### config.mk
export PLATFORM = sky130hd
export DESIGN_NAME = fpu_issue_flat
export DESIGN_NICKNAME = d
export VERILOG_FILES = /design/src/rtl/fpu_issue_if.sv /design/src/rtl/fpu_issue.sv /design/src/flat_wrapper.sv
export SDC_FILE = /design/constraint.sdc
export NUM_CORES = 1
export LEC_CHECK = 0
export CORE_UTILIZATION = 37
export CTS_BUF_LIST = sky130_fd_sc_hd__clkbuf_8
export CTS_CLUSTER_DIAMETER = 150
export DETAILED_ROUTE_END_ITERATION = 6
export PLACE_DENSITY = 0.79
export SYNTH_ARGS = -nofsm -noshare
export SYNTH_HDL_FRONTEND = slang
export SYNTH_SLANG_ARGS = --single-unit
### constraint.sdc
create_clock -name clk -period 2 [get_ports clk]
set_input_delay 0.4 -clock clk [delete_from_list [all_inputs] [get_ports clk]]
set_output_delay 0.4 -clock clk [all_outputs]
set_load 0.005 [all_outputs]
### src/rtl/fpu_issue_if.sv
// Issue-stage bundle: decoder request, shared FP unit protocol and writeback handshake.
interface fpu_issue_if #(
    parameter int unsigned RD_W = 5
);
    logic            req_valid;
    logic            req_ready;
    logic [2:0]      req_op;
    logic [31:0]     req_a;
    logic [31:0]     req_b;
    logic [RD_W-1:0] req_rd;

    logic [31:0]     unit_adata;
    logic [31:0]     unit_bdata;
    logic [3:0]      unit_en;
    logic [3:0]      unit_done;
    logic [127:0]    unit_result;

    logic            wb_valid;
    logic            wb_ready;
    logic [31:0]     wb_data;
    logic [RD_W-1:0] wb_rd;
    logic            wb_err;

    logic            busy;

    // Environment side: decoder, arithmetic units and writeback.
    modport master (
        output req_valid, req_op, req_a, req_b, req_rd,
        output unit_done, unit_result,
        output wb_ready,
        input  req_ready, unit_adata, unit_bdata, unit_en,
        input  wb_valid, wb_data, wb_rd, wb_err, busy
    );

    // Issue stage side.
    modport slave (
        input  req_valid, req_op, req_a, req_b, req_rd,
        input  unit_done, unit_result,
        input  wb_ready,
        output req_ready, unit_adata, unit_bdata, unit_en,
        output wb_valid, wb_data, wb_rd, wb_err, busy
    );
endinterface

### src/rtl/fpu_issue.sv
// Single-outstanding FP issue/collect stage: launches one unit op (or computes a
// sign-only op locally), waits for done with a timeout, and hands the result to writeback.
module fpu_issue #(
    parameter int unsigned RD_W    = 5,
    parameter int unsigned TIMEOUT = 1023
) (
    input  logic     clk,
    input  logic     rstn,
    fpu_issue_if.slave bus
);
    localparam int unsigned CNT_W = $clog2(TIMEOUT + 1);

    typedef enum logic [1:0] {
        S_IDLE,
        S_ISSUE,
        S_WAIT,
        S_WB
    } state_t;

    state_t          r_state;
    logic [1:0]      r_sel;
    logic [RD_W-1:0] r_rd;
    logic [31:0]     r_adata;
    logic [31:0]     r_bdata;
    logic [3:0]      r_en;
    logic            r_wb_valid;
    logic [31:0]     r_wb_data;
    logic            r_wb_err;
    logic [CNT_W-1:0] r_cnt;

    logic [6:0]      w_res_lsb;
    logic            w_sel_done;
    logic [31:0]     w_sel_result;
    logic            w_timeout;

    assign w_res_lsb    = {r_sel, 5'b00000};
    assign w_sel_done   = bus.unit_done[r_sel];
    assign w_sel_result = bus.unit_result[w_res_lsb +: 32];
    // Fires on the edge that would complete the TIMEOUT-th WAIT cycle.
    assign w_timeout    = (r_cnt == CNT_W'(TIMEOUT - 1));

    always_ff @(posedge clk or negedge rstn) begin
        if (!rstn) begin
            r_state    <= S_IDLE;
            r_sel      <= '0;
            r_rd       <= '0;
            r_adata    <= '0;
            r_bdata    <= '0;
            r_en       <= '0;
            r_wb_valid <= 1'b0;
            r_wb_data  <= '0;
            r_wb_err   <= 1'b0;
            r_cnt      <= '0;
        end else begin
            case (r_state)
                S_IDLE: begin
                    if (bus.req_valid) begin
                        r_sel   <= bus.req_op[1:0];
                        r_rd    <= bus.req_rd;
                        r_adata <= bus.req_a;
                        r_bdata <= bus.req_b;
                        if (!bus.req_op[2]) begin
                            r_en    <= 4'b0001 << bus.req_op[1:0];
                            r_state <= S_ISSUE;
                        end else begin
                            r_wb_valid <= 1'b1;
                            r_wb_err   <= 1'b0;
                            r_state    <= S_WB;
                            case (bus.req_op[1:0])
                                2'b00:   r_wb_data <= {~bus.req_a[31], bus.req_a[30:0]};
                                2'b01:   r_wb_data <= {1'b0, bus.req_a[30:0]};
                                2'b10:   r_wb_data <= bus.req_a;
                                default: begin
                                    r_wb_data <= '0;
                                    r_wb_err  <= 1'b1;
                                end
                            endcase
                        end
                    end
                end
                // en must be a single-cycle pulse or the unit would restart.
                S_ISSUE: begin
                    r_en    <= '0;
                    r_cnt   <= '0;
                    r_state <= S_WAIT;
                end
                S_WAIT: begin
                    if (w_sel_done) begin
                        r_wb_data  <= w_sel_result;
                        r_wb_err   <= 1'b0;
                        r_wb_valid <= 1'b1;
                        r_state    <= S_WB;
                    end else if (w_timeout) begin
                        r_wb_data  <= '0;
                        r_wb_err   <= 1'b1;
                        r_wb_valid <= 1'b1;
                        r_state    <= S_WB;
                    end else begin
                        r_cnt <= r_cnt + CNT_W'(1);
                    end
                end
                S_WB: begin
                    if (bus.wb_ready) begin
                        r_wb_valid <= 1'b0;
                        r_state    <= S_IDLE;
                    end
                end
                default: r_state <= S_IDLE;
            endcase
        end
    end

    assign bus.req_ready  = (r_state == S_IDLE);
    assign bus.busy       = (r_state != S_IDLE);
    assign bus.unit_adata = r_adata;
    assign bus.unit_bdata = r_bdata;
    assign bus.unit_en    = r_en;
    assign bus.wb_valid   = r_wb_valid;
    assign bus.wb_data    = r_wb_data;
    assign bus.wb_rd      = r_rd;
    assign bus.wb_err     = r_wb_err;
endmodule
### src/flat_wrapper.sv
// flat-port wrapper written by rule: the top's interface ports become plain ports
module fpu_issue_flat 
#(
    parameter int unsigned RD_W    = 5,
    parameter int unsigned TIMEOUT = 1023
)
  (clk, rstn, bus_req_valid, bus_req_op, bus_req_a, bus_req_b, bus_req_rd, bus_unit_done, bus_unit_result, bus_wb_ready, bus_req_ready, bus_unit_adata, bus_unit_bdata, bus_unit_en, bus_wb_valid, bus_wb_data, bus_wb_rd, bus_wb_err, bus_busy);
  fpu_issue_if #(.RD_W(RD_W)) bus_i ();
  input  logic clk;
  input  logic rstn;
  input wire logic [$bits(bus_i.req_valid)-1:0] bus_req_valid;
  input wire logic [$bits(bus_i.req_op)-1:0] bus_req_op;
  input wire logic [$bits(bus_i.req_a)-1:0] bus_req_a;
  input wire logic [$bits(bus_i.req_b)-1:0] bus_req_b;
  input wire logic [$bits(bus_i.req_rd)-1:0] bus_req_rd;
  input wire logic [$bits(bus_i.unit_done)-1:0] bus_unit_done;
  input wire logic [$bits(bus_i.unit_result)-1:0] bus_unit_result;
  input wire logic [$bits(bus_i.wb_ready)-1:0] bus_wb_ready;
  output wire logic [$bits(bus_i.req_ready)-1:0] bus_req_ready;
  output wire logic [$bits(bus_i.unit_adata)-1:0] bus_unit_adata;
  output wire logic [$bits(bus_i.unit_bdata)-1:0] bus_unit_bdata;
  output wire logic [$bits(bus_i.unit_en)-1:0] bus_unit_en;
  output wire logic [$bits(bus_i.wb_valid)-1:0] bus_wb_valid;
  output wire logic [$bits(bus_i.wb_data)-1:0] bus_wb_data;
  output wire logic [$bits(bus_i.wb_rd)-1:0] bus_wb_rd;
  output wire logic [$bits(bus_i.wb_err)-1:0] bus_wb_err;
  output wire logic [$bits(bus_i.busy)-1:0] bus_busy;
  assign bus_i.req_valid = bus_req_valid;
  assign bus_i.req_op = bus_req_op;
  assign bus_i.req_a = bus_req_a;
  assign bus_i.req_b = bus_req_b;
  assign bus_i.req_rd = bus_req_rd;
  assign bus_i.unit_done = bus_unit_done;
  assign bus_i.unit_result = bus_unit_result;
  assign bus_i.wb_ready = bus_wb_ready;
  assign bus_req_ready = bus_i.req_ready;
  assign bus_unit_adata = bus_i.unit_adata;
  assign bus_unit_bdata = bus_i.unit_bdata;
  assign bus_unit_en = bus_i.unit_en;
  assign bus_wb_valid = bus_i.wb_valid;
  assign bus_wb_data = bus_i.wb_data;
  assign bus_wb_rd = bus_i.wb_rd;
  assign bus_wb_err = bus_i.wb_err;
  assign bus_busy = bus_i.busy;
  fpu_issue #(.RD_W(RD_W), .TIMEOUT(TIMEOUT)) u_core (.clk(clk), .rstn(rstn), .bus(bus_i));
endmodule
==> impl_metrics.env, run 1 <==
export IMPL_root_buffer="clkbuf_8"
export IMPL_wl_per_cell_microns=20.2
export IMPL_cts_buffer_depth=2
export IMPL_required_ps=2320
export IMPL_htreeDepth=4
export IMPL_tritoncts="built"
export IMPL_maxCapViolCount=0
export IMPL_numClockSinks=121
export IMPL_status="finished with violations"
export IMPL_io_pins=317
export IMPL_vias=5210
export IMPL_clock_latency_ps=450
export IMPL_dr_pass1_iters=4
export IMPL_synth_top_cells_by_count="dfrtp_1, mux2_2, a22o_1"
export IMPL_ys_top_cells_by_area="dfrtp_1, mux2_2, mux4_2, mux2_1, a22o_1"
export IMPL_clock_skew_ps=12.4
export IMPL_antenna_found_initial=0
export IMPL_worst_setup_path_start_kind="input port"
export IMPL_drc=0
export IMPL_min_period_ps=2040
export IMPL_synth_top_cell_area_share_pct=49.5
export IMPL_finalHoldViolCount=0
export IMPL_gp_congestion=0.835
export IMPL_num_rows=46
export IMPL_ys_types=54
export IMPL_slew_headroom_pct=70.0
export IMPL_die_h_microns=131
export IMPL_post_route_cells_drive_above_1_share_pct=29.1
export IMPL_avgSynthCellArea_sq_um=14.4
export IMPL_yosysMostFrequentCell="dfrtp_1"
export IMPL_fin_ws_ps=-42.2
export IMPL_yosys_area_top_type="dfrtp_1"
export IMPL_criticalPathCategory="in2reg"
export IMPL_grt_max_degree=47
export IMPL_dp_hpwl_microns=15100
export IMPL_synth_async_reset_ratio_pct=100
export IMPL_fillCellCount=1198
export IMPL_synth_edf_count=0
export IMPL_crit_fanout=12
export IMPL_violations="negative setup slack"
export IMPL_worstHoldPathType="in2async"
export IMPL_portBuffers=316
export IMPL_ff2ff_setup_slack_ps=-20
export IMPL_maxSlewViolCount=0
export IMPL_fin_nets=987
export IMPL_dp_cells=958
export IMPL_cts_buffers=17
export IMPL_syn_area_sq_um=6120
export IMPL_viasPerCell=5.20
export IMPL_die_area_sq_um=17100
export IMPL_grt_ovfl_total=0
export IMPL_tightest_slew_ps=450
export IMPL_coreArea_sq_um=16000
export IMPL_power_density_nw_per_um2=1440
export IMPL_instances_no_fill=1002
export IMPL_rsz0062_at_grt="yes"
export IMPL_n_antenna_cell=0
export IMPL_synthCells=425
export IMPL_die_w_microns=131
export IMPL_grt_pass1_vias=5773
export IMPL_initial_utilization_pct=38.2
export IMPL_drt_initial_drc_count=247
export IMPL_fmax_mhz=490
export IMPL_yosysWarningCount=0
export IMPL_area_growth_syn_to_layout_pct=72.2
export IMPL_timing_hold_ws_ps=441
export IMPL_setup_viol=33
export IMPL_synth_seq_cells=121
export IMPL_wl_microns=20200
export IMPL_grt_pass1_wl_microns=30700
export IMPL_synth_seq_area_share_pct=49.5
export IMPL_syn_nets=639
export IMPL_cp_end_kind="register"
export IMPL_antenna_left=0
export IMPL_max_vdd_ir_drop_mv=0.772
export IMPL_clk_pin_slew_ps=70
export IMPL_fin_crit_sh_pct=102
export IMPL_grt_usage_pct=24.4
export IMPL_worstPathArrival_ps=2370
export IMPL_yosys_most_used_dff="dfrtp_1"
export IMPL_p_leak_nw=4.35
[timing repair]
| action | CTS | global route |
|---|---|---|
| resized for setup | 36 | 6 |
| hold buffers | 1 | 0 |
| cloned | 1 | 0 |
| buffers inserted | 7 | 3 |
| hold endpoints to repair | 30 | 0 |
| pin swaps | 1 | 1 |
| setup endpoints to repair | 36 | 39 |
[placed cells by master (no fill, tap or decap), types with 5 or more instances in the layout]
| master | count |
|---|---|
| a22o_1 | 33 |
| buf_12 | 10 |
| buf_4 | 33 |
| bufinv_16 | 6 |
| clkbuf_8 | 21 |
| clkdlybuf4s50_1 | 313 |
| dfrtp_1 | 119 |
| inv_1 | 8 |
| mux2_2 | 73 |
| mux2_4 | 30 |
| mux2i_1 | 5 |
| mux4_2 | 30 |
| nand2_1 | 10 |
| nand2b_1 | 6 |
| nand3_1 | 9 |
| o211ai_1 | 5 |
[cell type report]
cell class              count  area, sq um  area share, %
clock buffers              21          289           2.74
inverters                  10         37.5          0.356
flip-flops and latches    121         3030           28.8
repair buffers            360         3640           34.5
well taps                 216          270           2.57
multi-input cells         263         3050           29.0
clock inverters            11          215           2.04
[per-stage QoR]
step | instance area, sq um | setup TNS, ps | worst slack, ps | utilization (%) | power (mW)
floorplan | 6140 | -4140 | -74.4 | - | 7.81
global placement | 9760 | -17000 | -443 | 61.0 | 11.5
detailed placement | 9760 | -18430 | -489 | 61.0 | 11.7
CTS | 10500 | -700 | -146 | 65.6 | 15.2
global route | 10500 | -1570 | -62.8 | 65.8 | 16.0
finish | 10500 | -902 | -42.2 | 65.8 | 15.2
[logic make-up (layout without fill, tap and decap cells)]
| logic type | Yosys count | in the layout | synth area share [%] |
|---|---|---|---|
| compound gates | 66 | 66 | 9.24 |
| xor+xnor | 1 | 1 | 0.143 |
| fa+ha+maj | 6 | 6 | 1.23 |
| buf+inv | 41 | 402 | 3.66 |
| flops | 121 | 121 | 49.5 |
| mux | 140 | 140 | 31.7 |
| simple gates | 50 | 50 | 4.56 |
[path summary, 6_finish.rpt]
| kind | from | endpoint | cells after the start |
|---|---|---|---|
| max in group asynchronous | rstn | u_core.r_sel[1] | 3 |
| worst max register to register | u_core.r_sel[0] | u_core.bus.wb_data[12] | 6 |
| worst min register to register | u_core.bus.unit_en[1] | u_core.bus.unit_en[1] | 2 |
| min in group clk | u_core.bus.unit_en[1] | u_core.bus.unit_en[1] | 2 |
| worst min-delay path | rstn | u_core.bus.unit_bdata[3] | 2 |
| worst max-delay path | bus_unit_done[0] | u_core.bus.wb_data[12] | 7 |
[sequential cells by signal, summed over array words and instances, names as in the netlist]
signal and count:
u_core.r_sel 2, u_core.bus.wb_rd 5, u_core.bus.unit_bdata 32, u_core.bus.wb_data 32
u_core.r_cnt 10, u_core.r_state 2, u_core.bus.unit_adata 32, u_core.bus.unit_en 4
u_core.bus.wb_err 1, u_core.bus.wb_valid 1
[where the power goes]
part	internal, mW	leakage [nW]	switching, mW	total (mW)
combinational	5.23	2.62	2.98	8.21
sequential	3.57	1.48	0.627	4.20
clock	1.74	0.252	1.02	2.76
[worst max-delay path, stage by stage]
cell	delay, ps
clkdlybuf4s50_1	470
mux4_2	560
a31oi_4	210
o32ai_4	110
buf_12	150
buf_12	150
mux2_4	300
[layer usage]
layer  vias to the layer above  track usage (%)  wire [microns]
met5                         -                0               0
met2                       206             43.5           10800
li1                       2339                -               -
met3                        38             7.33            1270
met4                         0             10.1             544
met1                      2627             27.0            7530
Note: power is estimated with default switching activity, not from simulation.
==> inputs of run 2 (changes only) <==
CORE_AREA = 2 2 124 126   (was unset)
CORE_UTILIZATION = unset   (was 37)
DIE_AREA = 0 0 126 128   (was unset)
DONT_BUFFER_PORTS = 1   (was unset)
PLACE_DENSITY = unset   (was 0.79)
SLEW_MARGIN = 10   (was unset)
==> run 2 against run 1 <==
Against the previous run: core utilization is 19 points lower; combinational power down 43%; die area decreased by 5.4%; final cell count decreased by 36%; sequential power rose by 8.1%; sequential share of layout area up 15 points; first-iteration DRC count unchanged; largest power group unchanged; sequential cell count is the same; setup slack improved by 53 ps; clock power decreased by 21%; the flow finishes with violations (negative hold slack); worst hold slack lost 790 ps.
==> impl_metrics.env, run 2 (same netlist as run 1, synthesis figures left out) <==
export IMPL_status="finished with violations"
export IMPL_violations="negative hold slack"
export IMPL_area_growth_syn_to_layout_pct=13.1
export IMPL_required_ps=2320
export IMPL_drt_initial_drc_count=247
export IMPL_finalHoldViolCount=121
export IMPL_cp_num_buf_inv=1
export IMPL_critical_path_max_stage_delay_ps=600
export IMPL_mostFrequentLayoutCells="dfrtp_1, mux2_2, a22o_1"
export IMPL_die_h_microns=128
export IMPL_dp_hpwl_microns=12100
export IMPL_fin_tns_setup_ps=0
export IMPL_fillCellCount=1324
export IMPL_dpl_worst_slack_ps=16.9
export IMPL_fin_nets=652
export IMPL_crit_fanout=23
export IMPL_setup_viol=0
export IMPL_worstPathArrival_ps=2310
export IMPL_num_rows=45
export IMPL_grt_max_degree=122
export IMPL_worstHoldPathType="in2async"
export IMPL_clock_latency_ps=440
export IMPL_numClockSinks=121
export IMPL_cp_slowest_cell="mux4_2"
export IMPL_mostFrequentLayoutCell="dfrtp_1"
export IMPL_die_area_sq_um=16100
export IMPL_fin_area_sq_um=6920
export IMPL_worst_setup_path_start_kind="register"
export IMPL_coreArea_sq_um=14900
export IMPL_maxSlewViolCount=0
export IMPL_antenna_found_initial=1
export IMPL_io_pins=317
export IMPL_fmax_mhz=503
export IMPL_tightest_slew_ps=394
export IMPL_grt_ovfl_total=0
export IMPL_tritoncts="built"
export IMPL_die_w_microns=126
export IMPL_wl_per_cell_microns=26.0
export IMPL_slew_headroom_pct=73.0
export IMPL_max_vdd_ir_drop_mv=0.555
export IMPL_maxCapViolCount=0
export IMPL_initial_utilization_pct=41.2
export IMPL_grt_pass1_vias=4051
export IMPL_criticalPathCategory="reg2reg"
export IMPL_wl_microns=16500
export IMPL_path_delay_family="multiplexers"
export IMPL_power_density_nw_per_um2=1650
export IMPL_post_route_cells_drive_above_1_share_pct=41.0
export IMPL_cts_buffers=17
export IMPL_root_buffer="clkbuf_8"
export IMPL_p_leak_nw=2.91
export IMPL_clk_pin_slew_ps=70
export IMPL_cp_end_kind="register"
export IMPL_fin_ws_ps=10.6
export IMPL_antenna_left=0
export IMPL_n_antenna_cell=0
export IMPL_viasPerCell=6.08
export IMPL_grt_pass1_wl_microns=24500
export IMPL_grt_usage_pct=20.1
export IMPL_path_cells="mux4_2 > a31oi_4 > o32ai_4 > buf_12 > mux2_1"
export IMPL_rsz0062_at_grt="yes"
export IMPL_vias=3870
export IMPL_fin_crit_sh_pct=99.5
export IMPL_min_period_ps=1990
export IMPL_dr_pass1_iters=4
export IMPL_timing_hold_ws_ps=-351
export IMPL_htreeDepth=4
export IMPL_portBuffers=0
export IMPL_drc=0
export IMPL_placed_area_sq_um=6440
export IMPL_clock_skew_ps=8.65
export IMPL_cts_buffer_depth=2
export IMPL_gp_congestion=0.815
==> run 2: cell count changes in the layout (fill, tap and decap cells not counted), sizes merged <==
| cell | change |
|---|---|
| buf | -19 |
| inv | +2 |
| clkinvlp | +2 |
| dlymetal6s2s | -1 |
| dlygate4sd2 | -1 |
| clkdlybuf4s50 | -313 |
| bufinv | -4 |
| clkinv | -2 |
| dlygate4sd3 | -1 |
==> run 2: path summary, 6_finish.rpt <==
check                      slack [ps]  depth (start not counted)                         to             startpoint
min in group clk                   70                          1      u_core.bus.unit_en[1]          bus_req_op[1]
max in group asynchronous        2120                          0  u_core.bus.unit_adata[15]                   rstn
max                                10                          5     u_core.bus.wb_data[13]        u_core.r_sel[0]
max reg2reg                        10                          5     u_core.bus.wb_data[13]        u_core.r_sel[0]
min                              -350                          0            u_core.r_sel[0]                   rstn
min reg2reg                       520                          2      u_core.bus.unit_en[3]  u_core.bus.unit_en[3]
==> run 2: power breakdown <==
group,total [mW],internal [mW],switching [mW],leakage (nW)
sequential,4.54,3.58,0.963,1.48
combinational,4.66,2.68,1.98,1.22
clock,2.19,1.21,0.978,0.198
==> run 2: repair_timing <==
| item | 4_1_cts | 5_1_grt |
|---|---|---|
| hold endpoints to repair | 121 | 121 |
| resized for setup | 0 | 18 |
| setup endpoints to repair | 0 | 38 |
| buffers inserted | 0 | 3 |
==> run 2: layout make-up <==
class | instances | area (sq um) | share of cell area (%)
Clock buffer | 21 | 289 | 4.18
Clock inverter | 9 | 100 | 1.45
Inverter | 10 | 37.5 | 0.542
Multi-Input combinational cell | 263 | 2970 | 43.0
Sequential cell | 121 | 3030 | 43.8
Tap cell | 188 | 235 | 3.40
Timing Repair Buffer | 25 | 254 | 3.67
==> run 2: through the flow <==
stage	util [%]	hold WS, ps	power (mW)	instances
finish	46.5	-351	11.4	637
global route	46.5	-388	12.1	637
CTS	46.0	-381	11.3	634
detailed placement	43.3	109	9.07	604
global placement	43.3	110	8.91	604
floorplan	-	104	7.81	425
==> run 2: metal layers <==
metal  vias to the layer above  wire (microns)  GRT usage [%]
met5                         -               0              0
met4                         0             216           5.82
li1                       1657               -              -
met3                        18            1360           7.76
met1                      2011            6410           24.9
met2                       184            8540           33.0
==> inputs of run 3 (changes only) <==
ABC_CLOCK_PERIOD_IN_PS = 2000   (was unset)
PLACE_DENSITY = 0.56   (was unset)
==> run 3 against run 2 <==
Against the previous run: the flow finishes with violations (negative hold slack, negative setup slack); critical endpoint is now u_core.r_cnt[7]; via count barely moved; fmax fell by 1.3%; setup slack got worse by 26 ps; routed wire length rose by 1.4%; clock power fell by 4%; sequential cell count did not move; critical path depth fell by 1; global-route usage rose by 0.16 points; register-to-register slack got worse by 30 ps; final cell count rose by 0.31%.
==> impl_metrics.env, run 3 (same netlist as run 1, synthesis figures left out) <==
export IMPL_portBuffers=0
export IMPL_setup_viol=1
export IMPL_required_ps=2370
export IMPL_antenna_found_initial=2
export IMPL_dp_cells=604
export IMPL_die_h_microns=128
export IMPL_num_rows=45
export IMPL_clock_latency_ps=440
export IMPL_grt_usage_pct=20.3
export IMPL_clock_skew_ps=10.2
export IMPL_seqPwrFrac_pct=39.6
export IMPL_tightest_slew_ps=473
export IMPL_fin_tns_setup_ps=-15.3
export IMPL_io_pins=317
export IMPL_worstPathArrival_ps=2380
export IMPL_p_leak_nw=2.91
export IMPL_post_route_cells_drive_above_1_share_pct=42.9
export IMPL_worstHoldPathType="in2async"
export IMPL_gp_congestion=0.826
export IMPL_maxSlewViolCount=0
export IMPL_worstReg2RegStart="u_core.r_sel[0]"
export IMPL_die_area_sq_um=16100
export IMPL_tritoncts="built"
export IMPL_grt_pass1_wl_microns=24500
export IMPL_instances_no_fill=639
export IMPL_dp_hpwl_microns=12400
export IMPL_worst_setup_path_start_kind="register"
export IMPL_clk_pin_slew_ps=80
export IMPL_grt_max_degree=122
export IMPL_ff2ff_setup_slack_ps=-20
export IMPL_cts_buffers=17
export IMPL_intPower_mw=7.42
export IMPL_mostFrequentLayoutCells="dfrtp_1, mux2_2, a22o_1"
export IMPL_criticalPathCategory="reg2reg"
export IMPL_antenna_left=0
export IMPL_grt_ovfl_total=0
export IMPL_critical_path_max_stage_delay_ps=590
export IMPL_power_density_nw_per_um2=1650
export IMPL_viasPerCell=6.06
export IMPL_finalHoldViolCount=121
export IMPL_numClockSinks=121
export IMPL_area_growth_syn_to_layout_pct=13.7
export IMPL_violations="negative hold slack, negative setup slack"
export IMPL_status="finished with violations"
export IMPL_maxCapViolCount=0
export IMPL_coreArea_sq_um=14900
export IMPL_mostFrequentLayoutCell="dfrtp_1"
export IMPL_drt_initial_drc_count=227
export IMPL_min_period_ps=2020
export IMPL_timing_hold_ws_ps=-350
export IMPL_cp_end_kind="register"
export IMPL_power_share_clock_pct=18.3
export IMPL_wl_microns=16800
export IMPL_root_buffer="clkbuf_8"
export IMPL_worstSetupStartpoint="u_core.r_sel[0]"
export IMPL_grt_pass1_vias=4070
export IMPL_max_vdd_ir_drop_mv=0.721
export IMPL_crit_fanout=5
export IMPL_fin_ws_ps=-15.3
export IMPL_fmax_mhz=496
export IMPL_slew_headroom_pct=68.4
export IMPL_cts_buffer_depth=2
export IMPL_die_w_microns=126
export IMPL_dr_pass1_iters=4
export IMPL_final_util_pct=46.8
export IMPL_cp_slowest_cell="mux4_2"
export IMPL_net_switching_power_mw=4.05
export IMPL_vias=3871
export IMPL_fin_nets=651
export IMPL_rsz0062_at_grt="yes"
export IMPL_p_comb_share_pct=42.0
export IMPL_path_cells="mux4_2 > a2111o_1 > or4_1 > nand3_1"
export IMPL_dpl_worst_slack_ps=-33.3
export IMPL_swShare_pct=35.3
export IMPL_wl_per_cell_microns=26.2
export IMPL_drc=0
export IMPL_initial_utilization_pct=41.2
export IMPL_htreeDepth=4
export IMPL_fin_crit_sh_pct=101
## run 3: changes by cell type in the layout (fill, tap and decap cells not counted), moves of 2 or more
cell and change:
clkinvlp_4 +2, buf_12 +2, inv_6 +2, mux2_4 +7, mux2_1 -7, buf_4 -4
clkbuf_8 -2, clkinv_4 +3
## run 3: what timing repair did
item	4_1_cts	5_1_grt
resized for setup	1	23
setup endpoints to repair	31	37
hold endpoints to repair	121	121
setup buffers	2	0
## run 3: routing by layer
metal  GRT usage (%)  wire length (microns)  vias up
met4            6.08                    202        2
li1                -                      -     1657
met3            8.47                   1520       21
met2            33.6                   8580      197
met1            24.3                   6440     1994
met5               0                     13        -
## run 3: worst paths after layout
check / end / cells after the start
worst max-delay path: u_core.r_cnt[7] / 4
worst min-delay path: u_core.bus.unit_bdata[13] / 0
worst max register to register: u_core.r_cnt[7] / 4
worst min register to register: u_core.bus.unit_en[1] / 2
max in group asynchronous: u_core.r_sel[1] / 0
min in group clk: u_core.bus.unit_en[1] / 1
## run 3: layout make-up
class,instances,area (sq um)
fillers,1360,7910
flip-flops and latches,121,3030
multi-input cells,263,2990
repair buffers,24,275
clock buffers,19,262
well taps,188,235
clock inverters,13,121
inverters,10,37.5
diodes,1,2.50
## run 3: through the flow
| step | instance area [sq um] | total power, mW |
|---|---|---|
| after floorplan | 6140 | 7.81 |
| after global placement | 6450 | 8.99 |
| after detailed placement | 6450 | 9.11 |
| after CTS | 6870 | 11.3 |
| after global routing | 6950 | 12.1 |
| final | 6960 | 11.5 |
## run 3: worst max-delay path, delay by kind of cell, from the launching register on
| family | cells | cell delay (ps) |
|---|---|---|
| flip-flops | 1 | 400 |
| AND/OR/NAND/NOR | 2 | 590 |
| multiplexers | 1 | 590 |
| AO/OA/AOI/OAI | 1 | 370 |
## run 3: power by group through the flow
stage | clock network (mW) | logic (mW) | registers, mW
floorplan | 0 | 3.60 | 4.21
global placement | 0 | 4.39 | 4.60
detailed placement | 0 | 4.51 | 4.60
CTS | 2.16 | 4.59 | 4.57
global route | 2.25 | 5.19 | 4.67
finish | 2.10 | 4.82 | 4.55
